**config.mk**
```make
export PLATFORM = sky130hd
export DESIGN_NAME = uart_tx_fifo
export DESIGN_NICKNAME = d
export VERILOG_FILES = /design/src/rtl/uart_tx_fifo.sv
export SDC_FILE = /design/constraint.sdc
export NUM_CORES = 1
export LEC_CHECK = 0
export CELL_PAD_IN_SITES_DETAIL_PLACEMENT = 1
export CELL_PAD_IN_SITES_GLOBAL_PLACEMENT = 2
export CORE_MARGIN = 2
export CORE_UTILIZATION = 45
export CTS_CLUSTER_SIZE = 25
export DETAILED_ROUTE_END_ITERATION = 8
export GPL_TIMING_DRIVEN = 1
export PLACE_DENSITY = 0.88
export REMOVE_ABC_BUFFERS = 1
export SYNTH_ARGS = -nofsm -noshare
export SYNTH_HDL_FRONTEND = slang
export SYNTH_SLANG_ARGS = --single-unit
```
**constraint.sdc**
```tcl
create_clock -name clk -period 6.75 [get_ports clk]
set_clock_uncertainty 0.2 [all_clocks]
set_input_delay 1.35 -clock clk [delete_from_list [all_inputs] [get_ports clk]]
set_output_delay 1.35 -clock clk [all_outputs]
set_load 0.01 [all_outputs]
```
**src/rtl/uart_tx_fifo.sv**
```systemverilog
// rtl/uart_tx_fifo.sv - transmit FIFO and start/done feeder for the UART transmitter
//
// Ports:
//   clk, reset        system clock, synchronous active-high reset
//   wr_en, wr_data    host write strobe and byte
//   full, empty       FIFO status (combinational from registered count)
//   level             current entry count, 0..2^ADDR_W
//   overflow          sticky flag, set when a write is dropped on full
//   tx_start          one-cycle start pulse to the transmitter
//   tx_dout           byte for the transmitter, held until the next pop
//   tx_done_tick      one-cycle completion pulse from the transmitter

module uart_tx_fifo #(
  parameter int DATA_W = 8,
  parameter int ADDR_W = 4
) (
  input  logic              clk,
  input  logic              reset,
  input  logic              wr_en,
  input  logic [DATA_W-1:0] wr_data,
  output logic              full,
  output logic              empty,
  output logic [ADDR_W:0]   level,
  output logic              overflow,
  output logic              tx_start,
  output logic [DATA_W-1:0] tx_dout,
  input  logic              tx_done_tick
);

  localparam logic [ADDR_W:0] DEPTH = {1'b1, {ADDR_W{1'b0}}};

  typedef enum logic {
    S_IDLE = 1'b0,
    S_WAIT = 1'b1
  } state_t;

  logic [DATA_W-1:0] mem [2**ADDR_W];
  logic [ADDR_W-1:0] wr_ptr;
  logic [ADDR_W-1:0] rd_ptr;
  logic [ADDR_W:0]   count;

  state_t state;
  state_t state_next;

  logic wr_accept;
  logic pop;

  assign full      = (count == DEPTH);
  assign empty     = (count == '0);
  assign level     = count;
  assign wr_accept = wr_en & ~full;

  // State register
  always_ff @(posedge clk) begin
    if (reset) begin
      state <= S_IDLE;
    end else begin
      state <= state_next;
    end
  end

  // Next-state logic; a done tick arriving while idle is ignored
  always_comb begin
    state_next = state;
    case (state)
      S_IDLE: if (!empty)      state_next = S_WAIT;
      S_WAIT: if (tx_done_tick) state_next = S_IDLE;
      default:                 state_next = S_IDLE;
    endcase
  end

  // Output decode: the only pop source is the idle state seeing queued data
  always_comb begin
    pop = 1'b0;
    if (state == S_IDLE && !empty) begin
      pop = 1'b1;
    end
  end

  // Storage array; no reset needed, stale entries are never read
  always_ff @(posedge clk) begin
    if (!reset && wr_accept) begin
      mem[wr_ptr] <= wr_data;
    end
  end

  // Pointers, count and sticky overflow
  always_ff @(posedge clk) begin
    if (reset) begin
      wr_ptr   <= '0;
      rd_ptr   <= '0;
      count    <= '0;
      overflow <= 1'b0;
    end else begin
      if (wr_accept) begin
        wr_ptr <= wr_ptr + ADDR_W'(1);
      end
      if (pop) begin
        rd_ptr <= rd_ptr + ADDR_W'(1);
      end
      case ({wr_accept, pop})
        2'b10:   count <= count + (ADDR_W+1)'(1);
        2'b01:   count <= count - (ADDR_W+1)'(1);
        default: count <= count;
      endcase
      // A write against a full FIFO is lost even if a pop frees a slot this cycle
      if (wr_en && full) begin
        overflow <= 1'b1;
      end
    end
  end

  // Registered transmitter handshake: tx_start is high in the first WAIT cycle
  always_ff @(posedge clk) begin
    if (reset) begin
      tx_start <= 1'b0;
      tx_dout  <= '0;
    end else begin
      tx_start <= pop;
      if (pop) begin
        tx_dout <= mem[rd_ptr];
      end
    end
  end

endmodule

```
=== Yosys cells after proc, flatten, opt, wreduce, memory -nomap -nowiden ===
Memory sizes are Yosys's and may differ from the RTL's. A register that Yosys moved wholly into a read port is not among the register bits.
Cells that the tools add are included.

* Bits in registers: 16
* RAM bits: 128
* Bits of input ports: 12
* Output and inout port bits: 17
* Word-level logic and storage cells: 31
* Memories kept: 1

* $add $sub $neg: 4
* Eq/ne operators: 3
* Multiplexer cells: 7
* Bitwise operators: 3
* Reduce and logical (&&, ||, !) cells: 7

{| class="wikitable"
|+ Memories
! memory !! depth !! bits a word !! read ports !! clocked after memory_dff !! wr ports !! line !! RTL
|-
| mem || 16 || 8 || 1 || 1 || 1 || 37 || <nowiki>logic [DATA_W-1:0] mem [2**ADDR_W];</nowiki>
|}

{| class="wikitable"
|+ Operators with widths
! operator !! count
|-
| 5-bit one-hot mux with 2 select lines || 1
|-
| 4-bit by 1-bit adder with 4-bit output (second input constant) || 2
|-
| 5-bit by 1-bit adder with 5-bit output (second input constant) || 1
|-
| 5-bit equality test (second input constant) || 1
|-
| 5-bit logical NOT || 1
|-
| 1-bit two-way mux || 5
|-
| 5-bit by 1-bit subtractor with 5-bit output (second input constant) || 1
|-
| 1-bit logical AND || 3
|-
| 2-bit by 1-bit equality test with 1-bit output (second input constant) || 1
|-
| 2-bit equality test (second input constant) || 1
|-
| 1-bit logical NOT || 2
|-
| 1-bit NOT || 2
|-
| 1-bit one-hot mux with 2 select lines || 1
|-
| 2-bit nonzero test || 1
|-
| 1-bit bitwise AND || 1
|}

=== Logic depth before layout (Yosys ltp) ===
Gate-level depths: netlist (run 1).

* Depth in word-level cells: 6
* Gate-level depth with buffers: 11
* Depth with buffers taken out: 11

=== Worst setup path after synthesis (run 1) ===
OpenSTA, ideal clock, no wires.

* Path type: input port to flip-flop
* Start: input wr_en
* End: register count[4], in the netlist level[4]
* Library setup time: 0.123 ns
* Arrival: 3.252 ns
* Data required time: 6.427 ns
* Path slack: 3.175 ns
* Stages on the path: 9
* Path buffers: 0
* Cells stage by stage: a21boi_2 inv_1 ha_1 ha_1 nor2b_1 o21ai_1 a21oi_1 or3b_1 mux2_1

* Word-level cells in the longest chain between the ends: 3
* Elaborated cells between the ends (all ways): 5
* Classes of those cells: eq/ne: 2; mux: 1; bitwise: 1; reduce/logical: 1

{| class="wikitable"
|+ Ends and longest elaborated chain
! what !! line !! RTL
|-
| from (decl) || 19 || <nowiki>input logic wr_en,</nowiki>
|-
| 1-bit bitwise AND (*) || 51 || <nowiki>assign wr_accept = wr_en & ~full;</nowiki>
|-
| 2-bit by 1-bit equality test with 1-bit output or 2-bit equality test (tied branches) || 101 || <nowiki>case ({wr_accept, pop})</nowiki>
|-
| 5-bit one-hot mux with 2 select lines or 2-bit nonzero test (tied branches) || - ||
|-
| to (signal assigned) || 102 || <nowiki>2'b10: count <= count + (ADDR_W+1)'(1);</nowiki>
|-
| to (signal assigned) || 103 || <nowiki>2'b01: count <= count - (ADDR_W+1)'(1);</nowiki>
|-
| to (signal assigned) || 104 || <nowiki>default: count <= count;</nowiki>
|-
| to (decl) || 40 || <nowiki>logic [ADDR_W:0] count;</nowiki>
|}

Mark *: on every way between the ends. The rest lies on a longest branch, timed or not.
A chain may end at the register's enable or synchronous reset.

=== Worst setup path after layout (run 1) ===
Ends and elaborated chain as after synthesis.

==> results of run 1 <==
flip-flops by register name (all words and copies together) (netlist names):
signal    flops
mem         128
state         1
level         5
tx_start      1
tx_dout       8
overflow      1
rd_ptr        4
wr_ptr        4
cells in the mapped netlist:
library cell               instances  area share, %
sky130_fd_sc_hd__edfxtp_1        128             63
sky130_fd_sc_hd__dfxtp_1          24            7.9
sky130_fd_sc_hd__o21ai_1           1          0.082
sky130_fd_sc_hd__nand4_1           2           0.21
sky130_fd_sc_hd__xnor2_1           3           0.43
sky130_fd_sc_hd__mux2i_1          66             11
sky130_fd_sc_hd__o22ai_2           1           0.21
sky130_fd_sc_hd__xor2_1            5           0.72
sky130_fd_sc_hd__or3b_1            2           0.29
sky130_fd_sc_hd__buf_2             7           0.57
sky130_fd_sc_hd__a21boi_2          1           0.18
sky130_fd_sc_hd__nor4_4            1           0.35
sky130_fd_sc_hd__nor3_1            2           0.16
sky130_fd_sc_hd__buf_6             7            1.3
sky130_fd_sc_hd__a211oi_1          8           0.98
sky130_fd_sc_hd__mux2_1            1           0.18
sky130_fd_sc_hd__clkbuf_1          4           0.25
sky130_fd_sc_hd__o22ai_1          31            3.2
sky130_fd_sc_hd__nand3_1           2           0.16
sky130_fd_sc_hd__nand3b_1          4           0.49
sky130_fd_sc_hd__nor2_1           45            2.8
sky130_fd_sc_hd__fa_1              1           0.33
sky130_fd_sc_hd__or3_1             1           0.10
sky130_fd_sc_hd__a21oi_1           8           0.66
sky130_fd_sc_hd__or3_4             1           0.18
sky130_fd_sc_hd__buf_4             1           0.12
sky130_fd_sc_hd__a21o_1            1           0.12
sky130_fd_sc_hd__or3b_2            1           0.14
sky130_fd_sc_hd__and2_1            2           0.21
sky130_fd_sc_hd__ha_1              9            1.8
sky130_fd_sc_hd__nor2b_1           2           0.21
sky130_fd_sc_hd__nor4_1            8           0.82
sky130_fd_sc_hd__inv_1             9           0.55
sky130_fd_sc_hd__nand2_1           8           0.49
path summary, 6_finish.rpt:
path                    startpoint                     to  cells after the start
max                          wr_en  level[4]$_SDFFE_PP0P_                     10
min               state$_SDFF_PP0_    tx_start$_SDFF_PP0_                      1
max reg2reg  level[0]$_SDFFE_PP0P_  level[4]$_SDFFE_PP0P_                     11
min reg2reg       state$_SDFF_PP0_    tx_start$_SDFF_PP0_                      1
through the flow:
stage | setup slack [ns] | util, % | hold WS (ns)
global route | 2.65 | 53.3 | 0.297
detailed placement | 2.38 | 49.0 | 0.276
global placement | 2.56 | 49.0 | 0.256
CTS | 2.82 | 53.3 | 0.287
finish | 2.81 | 53.3 | 0.283
floorplan | 3.17 | - | 0.221
where the power goes:
part | total, mW | internal [mW] | switching (mW)
clock network | 0.916 | 0.573 | 0.343
logic | 0.483 | 0.209 | 0.274
registers | 1.12 | 1.07 | 0.0500
kinds of logic (layout without fill, tap and decap cells):
| family | after synthesis | count (layout) | synth area share (%) |
|---|---|---|---|
| flops | 152 | 152 | 70.9 |
| simple gates | 81 | 81 | 6.58 |
| mux | 67 | 67 | 11.0 |
| compound gates | 51 | 51 | 5.41 |
| buf+inv | 28 | 72 | 2.79 |
| fa+ha+maj | 10 | 10 | 2.17 |
| xor+xnor | 8 | 8 | 1.15 |
worst max-delay path, stage by stage:
cell and delay, ns:
sky130_fd_sc_hd__clkdlybuf4s50_1 0.48, sky130_fd_sc_hd__a21boi_2 0.39, sky130_fd_sc_hd__inv_1 0.11, sky130_fd_sc_hd__ha_1 0.28, sky130_fd_sc_hd__ha_1 0.33, sky130_fd_sc_hd__nor2b_1 0.16
sky130_fd_sc_hd__o21ai_1 0.16, sky130_fd_sc_hd__a21oi_1 0.09, sky130_fd_sc_hd__or3b_1 0.36, sky130_fd_sc_hd__mux2_1 0.34
routing by layer:
metal  vias up  track usage, %  wire length [microns]
li1       1578               -                      -
met1      1746            24.4                   5480
met2        84            34.8                   7040
met3        26            5.05                    664
met4         0            9.74                    399
met5         -               0                      0
layout make-up:
type                    instances  area [sq um]
flip-flops and latches        152          4330
fillers                      1285          6180
clock inverters                12           133
multi-input cells             217          1610
inverters                       9          33.8
well taps                     176           220
repair buffers                 31           303
clock buffers                  20           437
==> qor.txt, run 1 <==
Type of element capturing the critical path: flip-flop
Unrepaired setup endpoints after global routing: no
Core Area: 13200 sq um
Overall via count from detail_route: 3434
Maximum ir drop on the vdd rail: 0.000181 V
Clock tree buffer depth: 2
Count of final hold-check violations: 0
Post-cts repair resize count: 0
Most common cell after layout, fill and taps aside: sky130_fd_sc_hd__edfxtp_1
Count of warnings emitted by yosys: 0
Area overhead of the layout relative to synthesis: 15.8%
Normalized max-slew margin: 23.5%
Total count of max-transition violations in the final report: 0
Detail-routed net length per standard cell: 22.0 microns
Setup TNS: 0 ns
N_diodes: 0
Clock-pin slew reported for the worst setup and hold paths after clock tree synthesis: 0.06 ns
Vias in the first global route: 3692
Gate Count Post-Synth: 397
Die height: 120 microns
First-iteration detailed-routing DRC count: 334
Crit path time final: 3.94 ns
Non-filler cells, final: 617
Remaining antenna violation count after routing: 0
Remaining global-route overflow: 0
Fmax: 254 MHz
Final setup violation count: 0
Wire length reported by the detailed router: 13600 microns
#FFs+latches synth: 152
Synthesized area per cell: 15.4 sq um
Total Power: 2.52 mW
Clock buffer count from CTS: 17
Width of the chip: 120 microns
Share of the yosys chip area belonging to registers: 70.9%
Global-route wire length before repair: 21100 microns
Worst min-delay path category: flip-flop to flip-flop
Number of antenna violations at the first check in global routing: 0
Placed cell count: 585
Ratio of routed vias to standard cells: 5.57
Max cap viols: 0
CP startpoint kind: primary input
Initial Util: 46.1%
Clock root buffer master: sky130_fd_sc_hd__clkbuf_16
Cell Rows: 42
Die Area: 14500 sq um
Setup repair bufs after CTS: 0
Mapped cell area: 6100 sq um
CP Data Arrival Time: 4.05 ns
Total placed instance area: 6490 sq um
Setup slack of the worst register-to-register path: 3.56 ns
Clock tree from TritonCTS: yes
Run status: complete, no violations
Total global-route track usage: 20.5%
Maximum number of pins on one net before global-route repair: 67
Top Ports: 29
DR pass1 iterations: 4
Most used cells in the layout excluding fill and tap cells: sky130_fd_sc_hd__edfxtp_1, sky130_fd_sc_hd__mux2i_1, sky130_fd_sc_hd__nor2_1
CP max FO: 9
Hold-fix buffers at CTS: 0
Total power per unit cell area: 356 nW/um^2
Number of buffer cells added on primary ports: 28
WP data required: 6.85 ns
Final period util: 58.4%
Final instance area: 7060 sq um
Type of the worst setup path: primary input to flip-flop
CTS sink cnt: 152
Static Leakage: 2.22 nW
Worst Tran Pin Value: 1.15 ns
Net count reported at finish: 450
GP Congestion: 0.760
Proportion of layout cells with a drive suffix above 1: 8.39%
Latest clock arrival within the worst-skew pair: 0.42 ns
DRC errors left: 0
Estimated wirelength of the detail-placed design: 8770 microns
CTS H-tree depth: 4
Unique cell type count in the Yosys netlist: 34
(Power assumes the default switching activity.)
==> run 2: changes to the inputs <==
--- a/config.mk
+++ b/config.mk
@@ -8,11 +8,11 @@
 export CELL_PAD_IN_SITES_DETAIL_PLACEMENT = 1
 export CELL_PAD_IN_SITES_GLOBAL_PLACEMENT = 2
 export CORE_MARGIN = 2
-export CORE_UTILIZATION = 45
+export CORE_UTILIZATION = 44
 export CTS_CLUSTER_SIZE = 25
 export DETAILED_ROUTE_END_ITERATION = 8
 export GPL_TIMING_DRIVEN = 1
-export PLACE_DENSITY = 0.88
+export PLACE_DENSITY = 0.87
 export REMOVE_ABC_BUFFERS = 1
 export SYNTH_ARGS = -nofsm -noshare
 export SYNTH_HDL_FRONTEND = slang
==> constraint.sdc (replaced) <==
create_clock -name clk -period 4 [get_ports clk]
set_clock_uncertainty 0.2 [all_clocks]
set_input_delay 0.8 -clock clk [delete_from_list [all_inputs] [get_ports clk]]
set_output_delay 0.8 -clock clk [all_outputs]
set_load 0.01 [all_outputs]
==> run 2 against run 1 <==
Effect of this change: sequential cell count stayed put; worst hold slack better by 0.0061 ns; sequential power rose by 70%; clock power is 88% higher; non-clock buffer count up 2; combinational power is 64% higher; largest power group unchanged; largest cell class unchanged; final area increased by 1.3%; critical path depth rose by 1; sequential share of layout area shrank 0.79 points; count of clock-buffer cells in the layout fell by 2; power increased by 75%; die area is 2.2% higher.
==> qor.txt, run 2 (synthesis results as in run 1) <==
WP buf/inv: 3
Die height: 122 microns
First-iteration detailed-routing DRC count: 260
Estimated wirelength of the detail-placed design: 8730 microns
CP max FO: 4
Total count of max-transition violations in the final report: 0
Initial Util: 44.5%
Total power per unit cell area: 617 nW/um^2
Unrepaired setup endpoints after global routing: no
Latest clock arrival within the worst-skew pair: 0.42 ns
Width of the chip: 122 microns
Final setup violation count: 0
Core Area: 13700 sq um
Worst Tran Pin Value: 0.903 ns
Net count reported at finish: 452
Max reg flops: 128
Hold slack: 0.289 ns
Most common cell after layout, fill and taps aside: sky130_fd_sc_hd__edfxtp_1
Wire length reported by the detailed router: 13400 microns
Longest individual stage delay on the worst path: 0.41 ns
CP startpoint kind: primary input
WP data required: 4.11 ns
Normalized max-slew margin: 39.8%
CTS H-tree depth: 4
Fin util: 52.2%
Most used cells in the layout excluding fill and tap cells: sky130_fd_sc_hd__edfxtp_1, sky130_fd_sc_hd__mux2i_1, sky130_fd_sc_hd__nor2_1
Maximum ir drop on the vdd rail: 0.000343 V
Hold path start: state$_SDFF_PP0_
Worst min-delay path category: flip-flop to flip-flop
Largest register by flop count: mem
Static Leakage: 2.24 nW
Number of buffer cells added on primary ports: 28
Remaining global-route overflow: 0
Critical Path Start: wr_en
Total global-route track usage: 19.8%
Die Area: 14800 sq um
Remaining antenna violation count after routing: 0
Chain of cells forming the critical path: clkdlybuf4s50_1, a21boi_2, inv_1, ha_1, inv_1, fa_1, nor2b_1, o21ai_1, nand3_1, or3b_1, mux2_1
Clock root buffer master: sky130_fd_sc_hd__clkbuf_16
CP Data Arrival Time: 3.15 ns
Ratio of routed vias to standard cells: 5.48
Detail-routed net length per standard cell: 21.5 microns
Crit path time final: 3.05 ns
Number of antenna violations at the first check in global routing: 0
Clock tree from TritonCTS: yes
GP Congestion: 0.782
Run status: complete, no violations
Global-route wire length before repair: 21000 microns
Clock tree buffer depth: 2
CTS sink cnt: 152
Cell Rows: 43
DRC errors left: 0
Fmax: 328 MHz
Reg2reg start: level[0]$_SDFFE_PP0P_
Final period util: 76.1%
Setup repair bufs after CTS: 0
Top Ports: 29
N_diodes: 0
Setup TNS: 0 ns
Max stage delay cell, worst path: sky130_fd_sc_hd__clkdlybuf4s50_1
Overall via count from detail_route: 3407
Type of the worst setup path: primary input to flip-flop
Hold-fix buffers at CTS: 0
Post-cts repair resize count: 0
Max cap viols: 0
DR pass1 iterations: 6
Maximum number of pins on one net before global-route repair: 52
Count of final hold-check violations: 0
Type of element capturing the critical path: flip-flop
Clock buffer count from CTS: 17
Worst path most repeated cell: sky130_fd_sc_hd__inv_1
Family of cells with the greatest summed delay on the critical path: adder cells
Proportion of layout cells with a drive suffix above 1: 9.73%
Vias in the first global route: 3599
Clock-pin slew reported for the worst setup and hold paths after clock tree synthesis: 0.06 ns
Area overhead of the layout relative to synthesis: 17.3%
==> run 2: path summary, 6_finish.rpt <==
check             depth (start not counted)  slack, ns                    end
setup / recovery                         11       0.95  level[4]$_SDFFE_PP0P_
hold / removal                            1       0.29    tx_start$_SDFF_PP0_
setup reg to reg                         11       1.00  level[4]$_SDFFE_PP0P_
hold reg to reg                           1       0.29    tx_start$_SDFF_PP0_
==> run 2: report_power, final <==
part / internal, mW / switching [mW]
Combinational: 0.352 / 0.442
Clock: 1.11 / 0.603
Sequential: 1.80 / 0.0988
==> run 2: metal layers <==
layer | vias up | track usage, % | wire length (microns) | share of wire, %
li1 | 1584 | - | - | -
met1 | 1709 | 25.5 | 5690 | 42
met2 | 90 | 30.8 | 6520 | 49
met3 | 24 | 6.18 | 814 | 6.1
met4 | 0 | 9.12 | 365 | 2.7
met5 | - | 0 | 0 | 0
==> run 2: area by class of cell <==
| cell class | count | area, sq um |
|---|---|---|
| Clock buffer | 18 | 439 |
| Clock inverter | 13 | 203 |
| Fill cell | 1328 | 6560 |
| Inverter | 9 | 33.8 |
| Multi-Input combinational cell | 217 | 1610 |
| Sequential cell | 152 | 4330 |
| Tap cell | 180 | 225 |
| Timing Repair Buffer | 33 | 318 |
==> run 2: per-stage QoR <==
stage | instance area (sq um) | setup slack (ns) | cells | power (mW)
2_1_floorplan | 5960 | 0.421 | 378 | 2.39
3_3_place_gp | 6520 | 0.597 | 591 | 2.70
3_5_place_dp | 6520 | 0.507 | 591 | 2.74
4_1_cts | 7160 | 0.947 | 622 | 4.45
5_1_grt | 7160 | 0.782 | 622 | 4.60
6_report | 7160 | 0.954 | 622 | 4.41
==> run 3: changes to the inputs <==
==> constraint.sdc (replaced) <==
create_clock -name clk -period 2.9 [get_ports clk]
set_clock_uncertainty 0.2 [all_clocks]
set_input_delay 0.58 -clock clk [delete_from_list [all_inputs] [get_ports clk]]
set_output_delay 0.58 -clock clk [all_outputs]
set_load 0.01 [all_outputs]
==> run 3 against run 2 <==
Effect of this change: worst hold slack worse by 0.0036 ns; critical path depth down 1; first-iteration DRC count increased by 8.5%; combinational power up 52%; wire length rose by 2.7%; global-route usage grew 0.40 points; die area stayed put; via count rose by 2.8%; clock power rose by 13%; critical path type is now flip-flop to flip-flop; critical endpoint unchanged; highest routed layer unchanged.
==> qor.txt, run 3 (synthesis results as in run 1) <==
Detail-routed net length per standard cell: 21.2 microns
Type of the worst setup path: flip-flop to flip-flop
Number of cells traversed by the worst register-to-register path: 10
Crit path time final: 2.82 ns
Maximum number of pins on one net before global-route repair: 25
CP max FO: 4
Max cap viols: 0
Number of buffer cells added on primary ports: 28
Clock buffer count from CTS: 17
Worst min-delay path category: flip-flop to flip-flop
Total global-route track usage: 20.2%
Unrepaired setup endpoints after global routing: no
Setup slack of the worst register-to-register path: 0.08 ns
Total placed instance area: 6730 sq um
Hold path depth: 1
Vias in the first global route: 3656
Reg area: 4330 sq um
Wire length reported by the detailed router: 13800 microns
Die Area: 14800 sq um
Worst Tran Pin Value: 0.717 ns
Maximum ir drop on the vdd rail: 0.000496 V
Ratio of routed vias to standard cells: 5.39
Clock root buffer master: sky130_fd_sc_hd__clkbuf_16
First-iteration detailed-routing DRC count: 282
Critical Path Start: level[3]$_SDFFE_PP0P_
DRC errors left: 0
Final setup violation count: 0
Die height: 122 microns
Final period util: 97.2%
CP startpoint kind: flip-flop
WP data required: 3.01 ns
End of the worst register-to-register path: level[4]$_SDFFE_PP0P_
CP Data Arrival Time: 2.93 ns
Run status: complete, no violations
Proportion of layout cells with a drive suffix above 1: 14.3%
Remaining antenna violation count after routing: 0
Latest clock arrival within the worst-skew pair: 0.43 ns
Total power per unit cell area: 793 nW/um^2
Reg2reg start: level[3]$_SDFFE_PP0P_
Cell Rows: 43
Largest register by flop count: mem
Global-route wire length before repair: 21000 microns
Initial Util: 44.5%
Clock tree buffer depth: 2
CTS H-tree depth: 4
Top Ports: 29
Total Power: 5.76 mW
Net count reported at finish: 478
DR pass1 iterations: 4
GP Congestion: 0.832
Core Area: 13700 sq um
Max reg flops: 128
Fmax: 355 MHz
Overall via count from detail_route: 3501
Area of the multi-input gates: 1620 sq um
Width of the chip: 122 microns
N_diodes: 0
Most used cells in the layout excluding fill and tap cells: sky130_fd_sc_hd__edfxtp_1, sky130_fd_sc_hd__mux2i_1, sky130_fd_sc_hd__nor2_1
Final instance area: 7260 sq um
Total count of max-transition violations in the final report: 0
Hold-fix buffers at CTS: 0
Clock tree from TritonCTS: yes
Most common cell after layout, fill and taps aside: sky130_fd_sc_hd__edfxtp_1
Remaining global-route overflow: 0
Fillcell total: 1347
Count of final hold-check violations: 0
Area overhead of the layout relative to synthesis: 19.1%
Normalized max-slew margin: 52.0%
Number of antenna violations at the first check in global routing: 0
Estimated wirelength of the detail-placed design: 9280 microns
CTS sink cnt: 152
Fin util: 53.0%
Type of element capturing the critical path: flip-flop
CP endpoint: level[4]$_SDFFE_PP0P_
Clock-pin slew reported for the worst setup and hold paths after clock tree synthesis: 0.05 ns
Static Leakage: 2.34 nW
run 3: through the flow:
stage | hold slack [ns] | TNS, ns | setup slack (ns) | std cells
3_3_place_gp | 0.262 | -0.232 | -0.232 | 616
5_1_grt | 0.297 | 0 | 0.0166 | 649
2_1_floorplan | 0.221 | -5.78 | -0.679 | 378
6_report | 0.286 | 0 | 0.0806 | 649
3_5_place_dp | 0.276 | -0.374 | -0.374 | 616
4_1_cts | 0.289 | 0 | 0.0256 | 648
run 3: layer usage:
metal | track usage, % | share of wire (%) | vias up
li1 | - | - | 1633
met4 | 8.91 | 2.3 | 0
met3 | 4.96 | 4.3 | 22
met5 | 0 | 0 | -
met2 | 34.6 | 52 | 81
met1 | 24.3 | 41 | 1765
run 3: power breakdown:
part           leakage, nW  switching [mW]  internal, mW
Sequential            1.35           0.114          2.49
Combinational        0.736           0.649         0.563
Clock                0.257           0.794          1.15
run 3: worst min path at each step:
stage | startpoint | slack, ns | end
2_1_floorplan | state$_SDFF_PP0_ | 0.22 | tx_start$_SDFF_PP0_
3_3_place_gp | overflow$_SDFFE_PP0P_ | 0.26 | overflow$_SDFFE_PP0P_
3_5_place_dp | state$_SDFF_PP0_ | 0.28 | tx_start$_SDFF_PP0_
4_1_cts | state$_SDFF_PP0_ | 0.29 | tx_start$_SDFF_PP0_
5_1_grt | state$_SDFF_PP0_ | 0.30 | tx_start$_SDFF_PP0_
6_report | state$_SDFF_PP0_ | 0.29 | tx_start$_SDFF_PP0_
run 3: critical path: stages (launching register included):
cell and delay [ns]:
sky130_fd_sc_hd__dfxtp_2 0.35, sky130_fd_sc_hd__nor4_4 0.33, sky130_fd_sc_hd__buf_4 0.18, sky130_fd_sc_hd__a21oi_2 0.06, sky130_fd_sc_hd__ha_2 0.19, sky130_fd_sc_hd__ha_1 0.30
sky130_fd_sc_hd__nor2b_2 0.18, sky130_fd_sc_hd__o21ai_2 0.15, sky130_fd_sc_hd__a21oi_1 0.08, sky130_fd_sc_hd__or3b_1 0.36, sky130_fd_sc_hd__mux2_1 0.31
run 3: final cells by class:
| type | instances | share of cell area [%] |
|---|---|---|
| timing repair buffer | 59 | 7.41 |
| multi-input combinational | 217 | 22.3 |
| inverter | 9 | 0.465 |
| clock buffer | 27 | 6.79 |
| sequential | 152 | 59.6 |
| clock inverter | 5 | 0.327 |
| tap | 180 | 3.10 |
run 3: what timing repair did:
action | CTS | global route
resized for setup | 0 | 5
endpoints found under the setup margin | 0 | 1
setup buffers | 0 | 1
